## src/rtl/exp_add_seq.sv

```systemverilog
// Exponent-path sequencer for FADD/FSUB/DADD/DSUB: load, compare/swap, chunked
// alignment shift, wait for the mantissa adder, normalize, overflow/underflow check.
module exp_add_seq #(
    parameter int CHUNK  = 8,
    parameter int SP_LIM = 26,
    parameter int DP_LIM = 55
) (
    input  logic        clk,
    input  logic        reset_l,
    input  logic        fpuhold,
    input  logic        start,
    input  logic        dprec,
    input  logic        ae_small,
    input  logic        expsame,
    input  logic [15:0] exp_diff,
    input  logic        mant_rdy,
    input  logic [15:0] res_exp,
    output logic        busy,
    output logic        cyc0_rdy,
    output logic [1:0]  aexp_sel,
    output logic [1:0]  bexp_sel,
    output logic        swap,
    output logic        shift_vld,
    output logic [5:0]  shift_amt,
    output logic        norm_en,
    output logic        done,
    output logic        ovf,
    output logic        unf
);

    typedef enum logic [2:0] {
        IDLE, LOAD, CMP, SWAP, ALIGN, WAIT, NORM, CHK
    } state_t;

    localparam logic [5:0] CHUNK_6  = 6'(CHUNK);
    localparam logic [5:0] SP_LIM_6 = 6'(SP_LIM);
    localparam logic [5:0] DP_LIM_6 = 6'(DP_LIM);

    state_t      state;
    logic [5:0]  rem;
    logic        prec;

    logic [5:0]  lim;
    logic [5:0]  clamp;
    logic [5:0]  step_src;
    logic [5:0]  step_amt;
    logic [5:0]  step_left;
    logic        ovf_nxt;
    logic        unf_nxt;

    // Alignment distance is clamped to what the mantissa width can absorb; in CMP
    // the first step is cut straight from the clamped difference.
    always_comb begin
        lim = prec ? DP_LIM_6 : SP_LIM_6;
        if ((|exp_diff[15:6]) || (exp_diff[5:0] > lim)) begin
            clamp = lim;
        end else begin
            clamp = exp_diff[5:0];
        end
        step_src  = (state == CMP) ? clamp : rem;
        step_amt  = (step_src > CHUNK_6) ? CHUNK_6 : step_src;
        step_left = step_src - step_amt;
        unf_nxt   = res_exp[15] | (res_exp == 16'h0000);
        ovf_nxt   = !res_exp[15] && (res_exp >= (prec ? 16'h07ff : 16'h00ff));
    end

    // NOTE: every register in the FSM, outputs included, is assigned with <= so all
    // of them update together from the values present before the edge; the outputs
    // are loaded for the state being entered, which keeps them glitch-free.
    always_ff @(posedge clk or negedge reset_l) begin
        if (!reset_l) begin
            state     <= IDLE;
            rem       <= '0;
            prec      <= 1'b0;
            busy      <= 1'b0;
            cyc0_rdy  <= 1'b0;
            aexp_sel  <= 2'b00;
            bexp_sel  <= 2'b00;
            swap      <= 1'b0;
            shift_vld <= 1'b0;
            shift_amt <= '0;
            norm_en   <= 1'b0;
            done      <= 1'b0;
            ovf       <= 1'b0;
            unf       <= 1'b0;
        end else if (!fpuhold) begin
            cyc0_rdy  <= 1'b0;
            aexp_sel  <= 2'b00;
            bexp_sel  <= 2'b00;
            swap      <= 1'b0;
            shift_vld <= 1'b0;
            shift_amt <= '0;
            norm_en   <= 1'b0;
            done      <= 1'b0;
            case (state)
                IDLE: begin
                    if (start) begin
                        state    <= LOAD;
                        prec     <= dprec;
                        busy     <= 1'b1;
                        cyc0_rdy <= 1'b1;
                        aexp_sel <= dprec ? 2'b10 : 2'b01;
                        bexp_sel <= dprec ? 2'b10 : 2'b01;
                    end
                end
                LOAD: state <= CMP;
                CMP: begin
                    if (ae_small) begin
                        state <= SWAP;
                        swap  <= 1'b1;
                        rem   <= clamp;
                    end else if (expsame || (clamp == '0)) begin
                        state <= WAIT;
                        rem   <= '0;
                    end else begin
                        state     <= ALIGN;
                        shift_vld <= 1'b1;
                        shift_amt <= step_amt;
                        rem       <= step_left;
                    end
                end
                SWAP, ALIGN: begin
                    if (rem == '0) begin
                        state <= WAIT;
                    end else begin
                        state     <= ALIGN;
                        shift_vld <= 1'b1;
                        shift_amt <= step_amt;
                        rem       <= step_left;
                    end
                end
                WAIT: begin
                    if (mant_rdy) begin
                        state   <= NORM;
                        norm_en <= 1'b1;
                    end
                end
                NORM: begin
                    // Flags sample the normalized exponent and then hold until the next op.
                    state <= CHK;
                    done  <= 1'b1;
                    ovf   <= ovf_nxt;
                    unf   <= unf_nxt;
                end
                CHK: begin
                    state <= IDLE;
                    busy  <= 1'b0;
                end
                default: begin
                    state <= IDLE;
                    busy  <= 1'b0;
                end
            endcase
        end
    end

endmodule

```

## config.mk

```make
export PLATFORM = sky130hd
export DESIGN_NAME = exp_add_seq
export DESIGN_NICKNAME = d
export VERILOG_FILES = /design/src/rtl/exp_add_seq.sv
export SDC_FILE = /design/constraint.sdc
export NUM_CORES = 1
export LEC_CHECK = 0
export ABC_AREA = 0
export CORE_ASPECT_RATIO = 0.9
export CORE_MARGIN = 2
export CORE_UTILIZATION = 42
export CTS_CLUSTER_DIAMETER = 50
export DETAILED_ROUTE_END_ITERATION = 8
export HOLD_SLACK_MARGIN = 0.15
export PLACE_DENSITY_LB_ADDON = 0.3
export SLEW_MARGIN = 20
export SYNTH_ARGS = -nofsm -noshare
export SYNTH_HDL_FRONTEND = slang
export SYNTH_SLANG_ARGS = --single-unit
```

## constraint.sdc

```tcl
create_clock -name clk -period 3 [get_ports clk]
set_input_delay 0.6 -clock clk [delete_from_list [all_inputs] [get_ports clk]]
set_output_delay 0.6 -clock clk [all_outputs]
set_load 0.02 [all_outputs]
```

; ---- After elaboration in Yosys (flattened, before gate mapping)
; Index checks and enable logic that the tools add are counted.
[word_totals]
ff_bits = 26
latchBits = 0
ram_bits = 0
mem_bits_ro = 0
input_bits = 40
output_inout_bits = 18
word_cells = 81
mem_count = 0
[op_classes]
addsub = 1
mul = 0
div_mod_pow = 0
order_cmp = 3
n_eq_ne = 10
shifts = 0
mux = 35
n_bitwise = 2
n_reduce_logical = 17
[ops]
columns = cell, n
row1 = 6-bit two-way mux, 10
row2 = 6-bit one-hot mux with 2 select lines, 2
row3 = 3-bit one-hot mux with 7 select lines, 1
row4 = 16-bit by 11-bit greater-or-equal comparator with 1-bit output, 1
row5 = 16-bit logical NOT, 1
row6 = 1-bit two-way mux, 13
row7 = 3-bit equality test (second input constant), 4
row8 = 6-bit logical NOT, 2
row9 = 3-bit AND reduction, 4
row10 = 11-bit two-way mux, 1
row11 = 10-bit OR reduction, 1
row12 = 3-bit two-way mux, 3
row13 = 3-bit by 2-bit equality test with 1-bit output (second input constant), 2
row14 = 6-bit by 4-bit > comparator with 1-bit output (second input constant), 1
row15 = 6-bit > comparator, 1
row16 = 2-bit two-way mux, 3
row17 = 2-bit != test (second input constant), 3
row18 = 6-bit subtractor, 1
row19 = 1-bit one-hot mux with 2 select lines, 2
row20 = 2-bit nonzero test, 2
row21 = 3-bit by 1-bit equality test with 1-bit output (second input constant), 1
row22 = 3-bit logical NOT, 1
row23 = 1-bit logical OR, 2
row24 = 2-bit AND reduction, 1
row25 = 5 further kinds, 5

; ---- Depth between registers and ports, before layout
[logic_depth]
word_depth = 11
depth_mapped = 14
depth_no_buf = 14

; ---- Worst setup path after synthesis
; OpenSTA, ideal clock, no wires.
[synth_path]
path_type = input to register
from = in exp_diff[3]
to = reg rem[4]
setup_ps = 92
arrival_time_ps = 3048
t_required_ps = 2908
setup_slack_ps = -140
cell_stages = 13
path_buffers = 0
cell_sequence = ha_1 > and3_1 > nor3b_4 > o32a_4 > or3_4 > a31oi_4 > and3_4 > or2_2 > ha_1 > inv_1 > a31oi_1 > nor2_1 > o31ai_2
[synth_between]
elab_chain_cells = 10
elab_cells_between_ends = 13
classes_between = add/sub: 1 / order compare: 2 / mux: 7 / reduce/logical: 3
[synth_rtl]
columns = item, line
row1 = start: declaration, 15  ; input logic [15:0] exp_diff,
row2 = 6-bit > comparator, 55  ; if ((|exp_diff[15:6]) || (exp_diff[5:0] > lim)) begin
row3 = 1-bit logical OR, 55
row4 = 6-bit two-way mux (*), 55
row5 = 6-bit two-way mux, 60  ; step_src = (state == CMP) ? clamp : rem;
row6 = 6-bit by 4-bit > comparator with 1-bit output, 61  ; step_amt = (step_src > CHUNK_6) ? CHUNK_6 : step_src;
row7 = 6-bit two-way mux, 61
row8 = 6-bit subtractor, 62  ; step_left = step_src - step_amt;
row9 = 6-bit two-way mux, 112  ; end else if (expsame || (clamp == '0)) begin
row10 = 6-bit two-way mux, 108  ; if (ae_small) begin
row11 = 6-bit one-hot mux with 2 select lines (*), 95  ; case (state)
row12 = end signal: assignment, 111  ; rem <= clamp;
row13 = end signal: assignment, 119  ; rem <= step_left;
row14 = end signal: assignment, 129  ; rem <= step_left;
row15 = end: declaration, 40  ; logic [5:0] rem;
; Every way passes the cells marked *; elsewhere a longest branch is shown, timed or not. The select of a mux whose other input is x is not followed.
; A chain may end at the register's enable or synchronous reset.

; ---- Final worst setup path
[layout_path]
from = in exp_diff[3]
to = reg rem[1]
; The elaborated chain is that of the path after synthesis.

==> run_results.csv <==
group,metric,value,unit
min_path,min_path_type,"reg -> reg",
clock_network,cts_hold_buffers,0,
clock_network,clk_pin_slew,100,ps
clock_network,clock_latency,270,ps
worst_setup_path,critPathKind,"in -> reg",
job,cap_violations,0,
placed_design,io_buffers,57,
worst_setup_path,worstPathCellList,"clkdlybuf4s15_1 -> ha_4 -> and3_4 -> nor3b_4 -> o32a_4 -> buf_4 -> nor3_2 -> a21o_1 -> and3_4 -> or2_4 -> ha_4 -> inv_1 -> o22a_1 -> o21ai_0",
logic_synthesis,synth_edf_count,0,
pwr,finalPower,0.00227,W
logic_synthesis,synth-seq-cells,26,
logic_synthesis,synth.area.top_cells,"dfrtp_1, ha_1, nand2_1",
grt,first_global_vias,1906,
routing,ant_nets,0,
placed_design,pre_cts_ws,-595,ps
routing,drc,0,
routing,routedWlPerCell,13.5,microns
clock_network,ctsHtreeMaxLevel,1,
placed_design,place.gp.congestion,0.884,
logic_synthesis,seq_area_frac_synth,36.1,%
die,die_area,4830,sq um
routing,drt-vias-per-instance,5.48,
final_layout,regArea,651,sq um
worst_setup_path,crit_buf_inv,3,
clock_network,cts_tree,"done",
die,start_util,43.9,%
sta,drv_slew,0,
worst_setup_path,crit_arrival,3070,ps
logic_synthesis,syn_inst,215,
final_layout,fill_cells,351,
pwr,p_leak,1.15,nW
logic_synthesis,syn_area,1800,sq um
clock_network,cts_buffers,3,
grt,antenna_found_initial,0,
placed_design,dp.final_hpwl,3740,microns
final_layout,multiInputGateArea,1120,sq um
sta,fin_skew,7.02,ps
logic_synthesis,ys.flop_type,"dfrtp_1",
final_layout,syn_to_final_growth,50.3,%
final_layout,final_cells,344,
logic_synthesis,synth_commonest_cells,"dfrtp_1, nand2_1, nor2_1",
final_layout,final_core_util,66.0,%
sta,worst_slack,126,ps
routing,firstDrtPassIters,4,
logic_synthesis,yosys_warnings,0,
die,ioPinCount,58,
routing,wl,4640,microns
worst_setup_path,start_kind,"primary input",
worst_setup_path,slowest_delay,290,ps
die,row_count,22,
final_layout,layout.nets,345,
sta,hold_ws,487,ps
sta,setup_viol,0,
worst_setup_path,cp_slowest_cell,"ha_4",
logic_synthesis,synth_top_area_share,36.1,%
placed_design,dp_cells,337,
worst_setup_path,crit_required,3190,ps
grt,grt_first_pass_wirelength,8070,microns
die,core,4100,sq um
logic_synthesis,synth_largest_area_cell,"dfrtp_1",
pwr,p_per_area,837,nW/um^2
logic_synthesis,syn_area_per_cell,8.38,sq um
grt,track_usage,20.9,%
worst_setup_path,cp-end-kind,"flop",
pwr,irDropWorstVdd,0.521,mV
routing,vias,1884,
worst_setup_path,critical-path-top-delay-family,"simple AND/OR/NAND/NOR gates",
sta,period_share,95.8,%
run_status,status,"finished clean",
worst_setup_path,critPathMaxFanout,4,
routing,drtIter0Drc,63,
final_layout,antenna_cells,0,
final_layout,drive_gt1_share,18.2,%
clock_network,root_buffer,"clkbuf_8",
sta,fmax,348,MHz
grt,grt_max_degree,27,
die,die_h,66.1,microns
clock_network,clkSinkCount,26,
sta,min_period,2870,ps
logic_synthesis,syn-num-nets,263,
logic_synthesis,yosysUniqueCellTypes,53,
sta,hold_viol_final,0,
logic_synthesis,ys_async_sr_fraction,100,%
clock_network,cts.path.max_buffers,2,
grt,overflow,0,
die,dieWidth,73.0,microns
-- placed cells by master, fill, tap and decap left out, types with 3 or more instances in the layout --
master and n:
nor2b_1 7, nor3_1 11, nand2b_1 3, a211oi_1 3, and2_1 4, ha_4 3, inv_1 8, nor4_1 3
a21o_1 4, clkdlybuf4s50_1 52, a21oi_1 19, nor2_1 20, nand2_1 25, o21ai_0 14, a31oi_1 5, dfrtp_1 26
nand3_1 3, o21ai_1 4, clkbuf_8 4, ha_1 5, buf_4 28
-- stage by stage --
stage               area (sq um)  setup TNS (ps)
floorplan                   1820               0
global placement            2580           -2750
detailed placement          2580           -3300
CTS                         2660               0
global route                2710            -148
finish                      2710               0
-- cell type report --
type / instances / area share, %
multi-input cells: 172 / 41.4
repair buffers: 86 / 29.2
flip-flops and latches: 26 / 24.0
well taps: 48 / 2.22
clock buffers: 4 / 2.03
inverters: 8 / 1.11
-- registers in the layout (all words and copies together), names as in the netlist --
register / flops
shift_vld: 1
busy: 1
unf: 1
norm_en: 1
ovf: 1
swap: 1
prec: 1
state: 3
cyc0_rdy: 1
rem: 6
shift_amt: 6
done: 1
bexp_sel: 2
-- path summary, 6_finish.rpt --
check	startpoint	endpoint	slack, ps	depth (start not counted)
worst min-delay path	shift_vld	shift_vld	490	2
min in group asynchronous	reset_l	rem[4]	680	2
worst max register to register	prec	rem[4]	140	14
max in group asynchronous	reset_l	prec	2050	2
worst min register to register	shift_vld	shift_vld	490	2
worst max-delay path	exp_diff[3]	rem[1]	130	14
-- what timing repair did --
| item | 4_1_cts | 5_1_grt |
|---|---|---|
| setup buffers | 0 | 3 |
| pin swaps | 7 | 2 |
| endpoints found under the hold margin | 0 | 0 |
| endpoints found under the setup margin | 5 | 3 |
| gates resized for setup | 7 | 8 |
-- routing by layer --
metal	vias up	share of wire, %	track usage (%)
met3	11	4.7	3.51
li1	938	-	-
met5	-	0	0
met4	0	1.7	5.56
met2	69	48	35.8
met1	866	46	27.0
-- cell families after synthesis --
kind of cell	share of synthesized area, %
AND/OR/NAND/NOR	28.0
flip-flops	36.1
other	0.208
adder cells (fa/ha/maj)	5.56
buffers and inverters	4.86
multiplexers	1.25
AO/OA/AOI/OAI	24.0
-- power breakdown --
part | switching [W] | internal, W
sequential | 0.000133 | 0.000479
combinational | 0.000693 | 0.000731
clock | 0.000114 | 0.000117
total | 0.000939 | 0.00133
-- worst min-delay path: stages (launching register included) --
cell and delay, ps:
dfrtp_1 350, nand2_1 50, nand2_1 50
No activity file was read; power rests on OpenSTA's default activity.
==> patch 1, RTL diff (config.mk and constraints unchanged) <==
Register the output `ovf` once more, with the module's reset; this adds one clock of latency there. The other outputs are not delayed to match.
--- a/src/rtl/exp_add_seq.sv
+++ b/src/rtl/exp_add_seq.sv
@@ -36,4 +36,6 @@
     localparam logic [5:0] SP_LIM_6 = 6'(SP_LIM);
     localparam logic [5:0] DP_LIM_6 = 6'(DP_LIM);
+
+    logic ovf_s0;
 
     state_t      state;
@@ -82,5 +84,5 @@
             norm_en   <= 1'b0;
             done      <= 1'b0;
-            ovf       <= 1'b0;
+            ovf_s0    <= 1'b0;
             unf       <= 1'b0;
         end else if (!fpuhold) begin
@@ -140,5 +142,5 @@
                     state <= CHK;
                     done  <= 1'b1;
-                    ovf   <= ovf_nxt;
+                    ovf_s0 <= ovf_nxt;
                     unf   <= unf_nxt;
                 end
@@ -155,4 +157,12 @@
     end
 
+    always_ff @(posedge clk or negedge reset_l) begin
+        if (!reset_l) begin
+            ovf <= '0;
+        end else begin
+            ovf <= ovf_s0;
+        end
+    end
+
 endmodule
 
Behaviour: not the same (a bounded check fails within 10 cycles, from zero or initial values and one cycle with reset_l low).
==> patch 1 against the original RTL <==
Register-to-register slack got worse by 0.07 ns; clock skew decreased by 0.0018 ns; via count increased by 3.6%; global-route usage increased by 1.1 points; count of clock-buffer cells in the layout unchanged; sequential cell count increased by 1; routed wire length increased by 8.8%; setup slack got worse by 0.054 ns; design area increased by 3.8%; non-clock buffer count increased by 3; synthesized cell count decreased by 0.47%; synthesized area increased by 1.9%; power decreased by 2.2%; critical endpoint is now rem[2]$_DFFE_PN0P_; largest cell class unchanged.
==> patch 1: results (changes against the original RTL) <==
Pwr
  • Static Leak: 1.19 nW (+3.0%)
  • Sequential Power: 621 µW (+2%)
  • Peak supply drop: 0.475 mV (-8.8%)
  • Switch Pwr: 943 µW (+0.44%)

GRT
  • GRT Overall Usage: 21.9% (+1.1 points)
  • Met1 Use GR: 28.7% (+1.7 points)

Outcome
  • Status: finished, final reports clean

Detailed routing
  • DRT iter0 DRCs: 125 (+98%)
  • Metal3 WL: 258 µm (+18%)
  • Metal2 WL: 2470 µm (+11%)
  • M1 WL: 2250 µm (+6.3%)

Layout
  • Final nets: 348 (+0.87%)
  • # fillers: 346 (-1.4%)

Placement
  • Gp weighted congestion: 0.844 (-4.5%)
  • DP Area: 2660 µm² (+2.8%)

Setup path
  • Worst Path Arrival: 3.09 ns (+0.02 ns)
  • R2r setup slk: 0.07 ns (-0.07 ns)
  • CP top delay family: compound AO/OA/AOI/OAI gates
  • CP max stage cell: dfrtp_2
  • Crit path kind: reg2reg
  • Crit path largest cell delay: 0.48 ns (+0.19 ns)
  • Reg2Reg Capture Point: rem[2]$_DFFE_PN0P_

Synth
  • Synth unique cells: 54 (+1.9%)
  • Synthesized netlist net count: 262 (-0.38%)
  • Synth top area cells: dfrtp_1, nor2_1, ha_1, nand2_1, o21ai_0
  • Top post-synthesis cells by count: nor2_1, dfrtp_1, nand2_1, o21ai_0, a21oi_1

STA
  • Skew final: 0.00519 ns (-0.00182 ns)
## patch 1: changes by cell type in the layout (fill, tap and decap cells not counted), moves of 4 or more
| cell | before | now |
|---|---|---|
| nor2_1 | 20 | 29 |
| a21oi_1 | 19 | 13 |
| a22o_1 | 2 | 6 |
| buf_4 | 28 | 32 |
## patch 1: worst min-delay path by stage
stage | start | endpoint | depth (start not counted)
after detailed placement | ovf_s0$_DFFE_PN0P_ | ovf$_DFF_PN0_ | 0
after global routing | ovf_s0$_DFFE_PN0P_ | ovf$_DFF_PN0_ | 0
after global placement | ovf_s0$_DFFE_PN0P_ | ovf$_DFF_PN0_ | 0
after floorplan | reset_l | bexp_sel[0]$_DFFE_PN0N_ | 0
final | ovf_s0$_DFFE_PN0P_ | ovf$_DFF_PN0_ | 0
after CTS | ovf_s0$_DFFE_PN0P_ | ovf$_DFF_PN0_ | 0
## patch 1: area by class of cell
class | count | area, µm² | area share (%)
multi-input cells | 172 | 1200 | 42.5
repair buffers | 89 | 806 | 28.6
flip-flops and latches | 27 | 677 | 24.1
well taps | 48 | 60.1 | 2.14
clock buffers | 4 | 45.0 | 1.60
inverters | 7 | 28.8 | 1.02
## patch 1: cells by family (layout without fill, tap and decap cells)
family,count (synthesis),in the layout,share of synthesized area [%]
AO/OA/AOI/OAI,66,66,26.6
adder cells (fa/ha/maj),8,8,5.45
buffers and inverters,15,100,3.48
flip-flops,27,27,36.8
multiplexers,2,2,1.36
other,1,1,0.204
AND/OR/NAND/NOR,95,95,26.1
## patch 1: per-stage QoR
stage               power, mW  setup WS, ns  cells
floorplan                1.39         0.334    214
global placement         1.86        -0.485    340
detailed placement       1.89        -0.557    340
CTS                      2.14       0.00206    344
global route             2.40       -0.0210    347
finish                   2.22        0.0713    347
==> patch 2, RTL diff (config.mk and constraints unchanged) <==
Without the edit above. Set the parameter `SP_LIM` to 19 (it was 26).
--- a/src/rtl/exp_add_seq.sv
+++ b/src/rtl/exp_add_seq.sv
@@ -3,5 +3,5 @@
 module exp_add_seq #(
     parameter int CHUNK  = 8,
-    parameter int SP_LIM = 26,
+    parameter int SP_LIM = 19,
     parameter int DP_LIM = 55
 ) (
Behaviour: not the same (a bounded check fails within 10 cycles, from zero or initial values and one cycle with reset_l low).
==> patch 2 against the original RTL <==
Count of clock-buffer cells in the layout shrank 1; design area is essentially flat; sequential cell count is the same; routed wire length grew 6.5%; synthesized area shrank 3.1%; power shrank 6.6%; setup slack gained 0.073 ns; core utilization grew 0.96 points; largest cell class unchanged.
==> patch 2: results (changes against the original RTL) <==
STA
  • Skew final: 0.00909 ns (+0.00207 ns)

Clocking
  • # Post-CTS Setup Buffers: 3 (+3)
  • H-tree levels: 1 (unchanged)

Placement
  • Place WS: -0.489 ns (+0.107 ns)
  • DP Area: 2540 µm² (-1.7%)
  • I/O Buffers: 57 (unchanged)
  • Hpwl dp: 3750 µm (+0.17%)
  • Gp weighted congestion: 0.938 (+6.1%)

Pwr
  • Peak supply drop: 0.481 mV (-7.7%)
  • Static Leak: 1.24 nW (+7.6%)
  • Proportion of power drawn by the clock network: 14.0% (+3.8 points)
  • Internal power: 1.25 mW (-5.4%)
  • Sequential Power: 547 µW (-10%)

Synth
  • Synth unique cells: 54 (+1.9%)
  • Synth top area cells: dfrtp_1, nand2_1, a21oi_1, ha_1, o21ai_0
  • Top post-synthesis cells by count: nand2_1, dfrtp_1, nor2_1, a21oi_1, o21ai_0
  • Synthesized netlist net count: 250 (-4.9%)
  • Post-synthesis sequential area ratio: 37.2% (+1.1 points)

GRT
  • First-pass GRT wire length: 8310 µm (+3.0%)
  • GRT Overall Usage: 22.1% (+1.2 points)

Setup path
  • CP Max Fanout: 3 (-1)
  • CP top delay family: compound AO/OA/AOI/OAI gates
  • CP max stage cell: dfrtp_1
  • Crit path largest cell delay: 0.38 ns (+0.09 ns)
  • Worst Path Arrival: 2.98 ns (-0.09 ns)

Layout
  • Layout cells sized above 1: 20.7% (+2.4 points)
  • Final nets: 337 (-2.3%)

Outcome
  • Status: finished, final reports clean

Detailed routing
  • Wire per inst: 14.6 µm (+8.4%)
  • DR vias: 1881 (-0.16%)
## patch 2: per-stage QoR
stage / cells / setup TNS [ns] / total power, mW
after floorplan: 204 / 0 / 1.27
after global placement: 329 / -0.858 / 1.72
after detailed placement: 329 / -1.04 / 1.74
after CTS: 336 / 0 / 2.09
after global routing: 338 / 0 / 2.28
final: 338 / 0 / 2.12
## patch 2: metal layers
metal | share of wire, % | track usage [%] | vias up
met5 | 0 | 0 | -
met4 | 1.6 | 7.55 | 0
met3 | 7.3 | 2.76 | 9
met2 | 44 | 35.6 | 74
met1 | 47 | 30.7 | 873
li1 | - | - | 925
## patch 2: layout make-up
type                            instances  area (µm²)
Clock inverter                          1        30.0
Sequential cell                        26         651
Multi-Input combinational cell        162        1070
Fill cell                             339        1340
Clock buffer                            3        41.3
Tap cell                               48        60.1
Inverter                                7        26.3
Timing Repair Buffer                   91         837
## patch 2: cells by family after synthesis
group	synth area share [%]
and+or+nand+nor	26.6
AOI/OAI and AO/OA	25.9
DFF	37.2
buffers and inverters	4.58
adders and majority gates	4.30
muxes	1.22
other	0.215
## patch 2: worst paths after layout
kind | to | cells after the start | slack, ns | startpoint
max in group asynchronous | rem[2]$_DFFE_PN0P_ | 2 | 2.03 | reset_l
worst min-delay path | done$_DFFE_PN0N_ | 1 | 0.49 | done$_DFFE_PN0N_
worst min register to register | done$_DFFE_PN0N_ | 1 | 0.49 | done$_DFFE_PN0N_
min in group asynchronous | done$_DFFE_PN0N_ | 2 | 0.71 | reset_l
worst max-delay path | rem[4]$_DFFE_PN0P_ | 14 | 0.20 | prec$_DFFE_PN0P_
worst max register to register | rem[4]$_DFFE_PN0P_ | 14 | 0.20 | prec$_DFFE_PN0P_
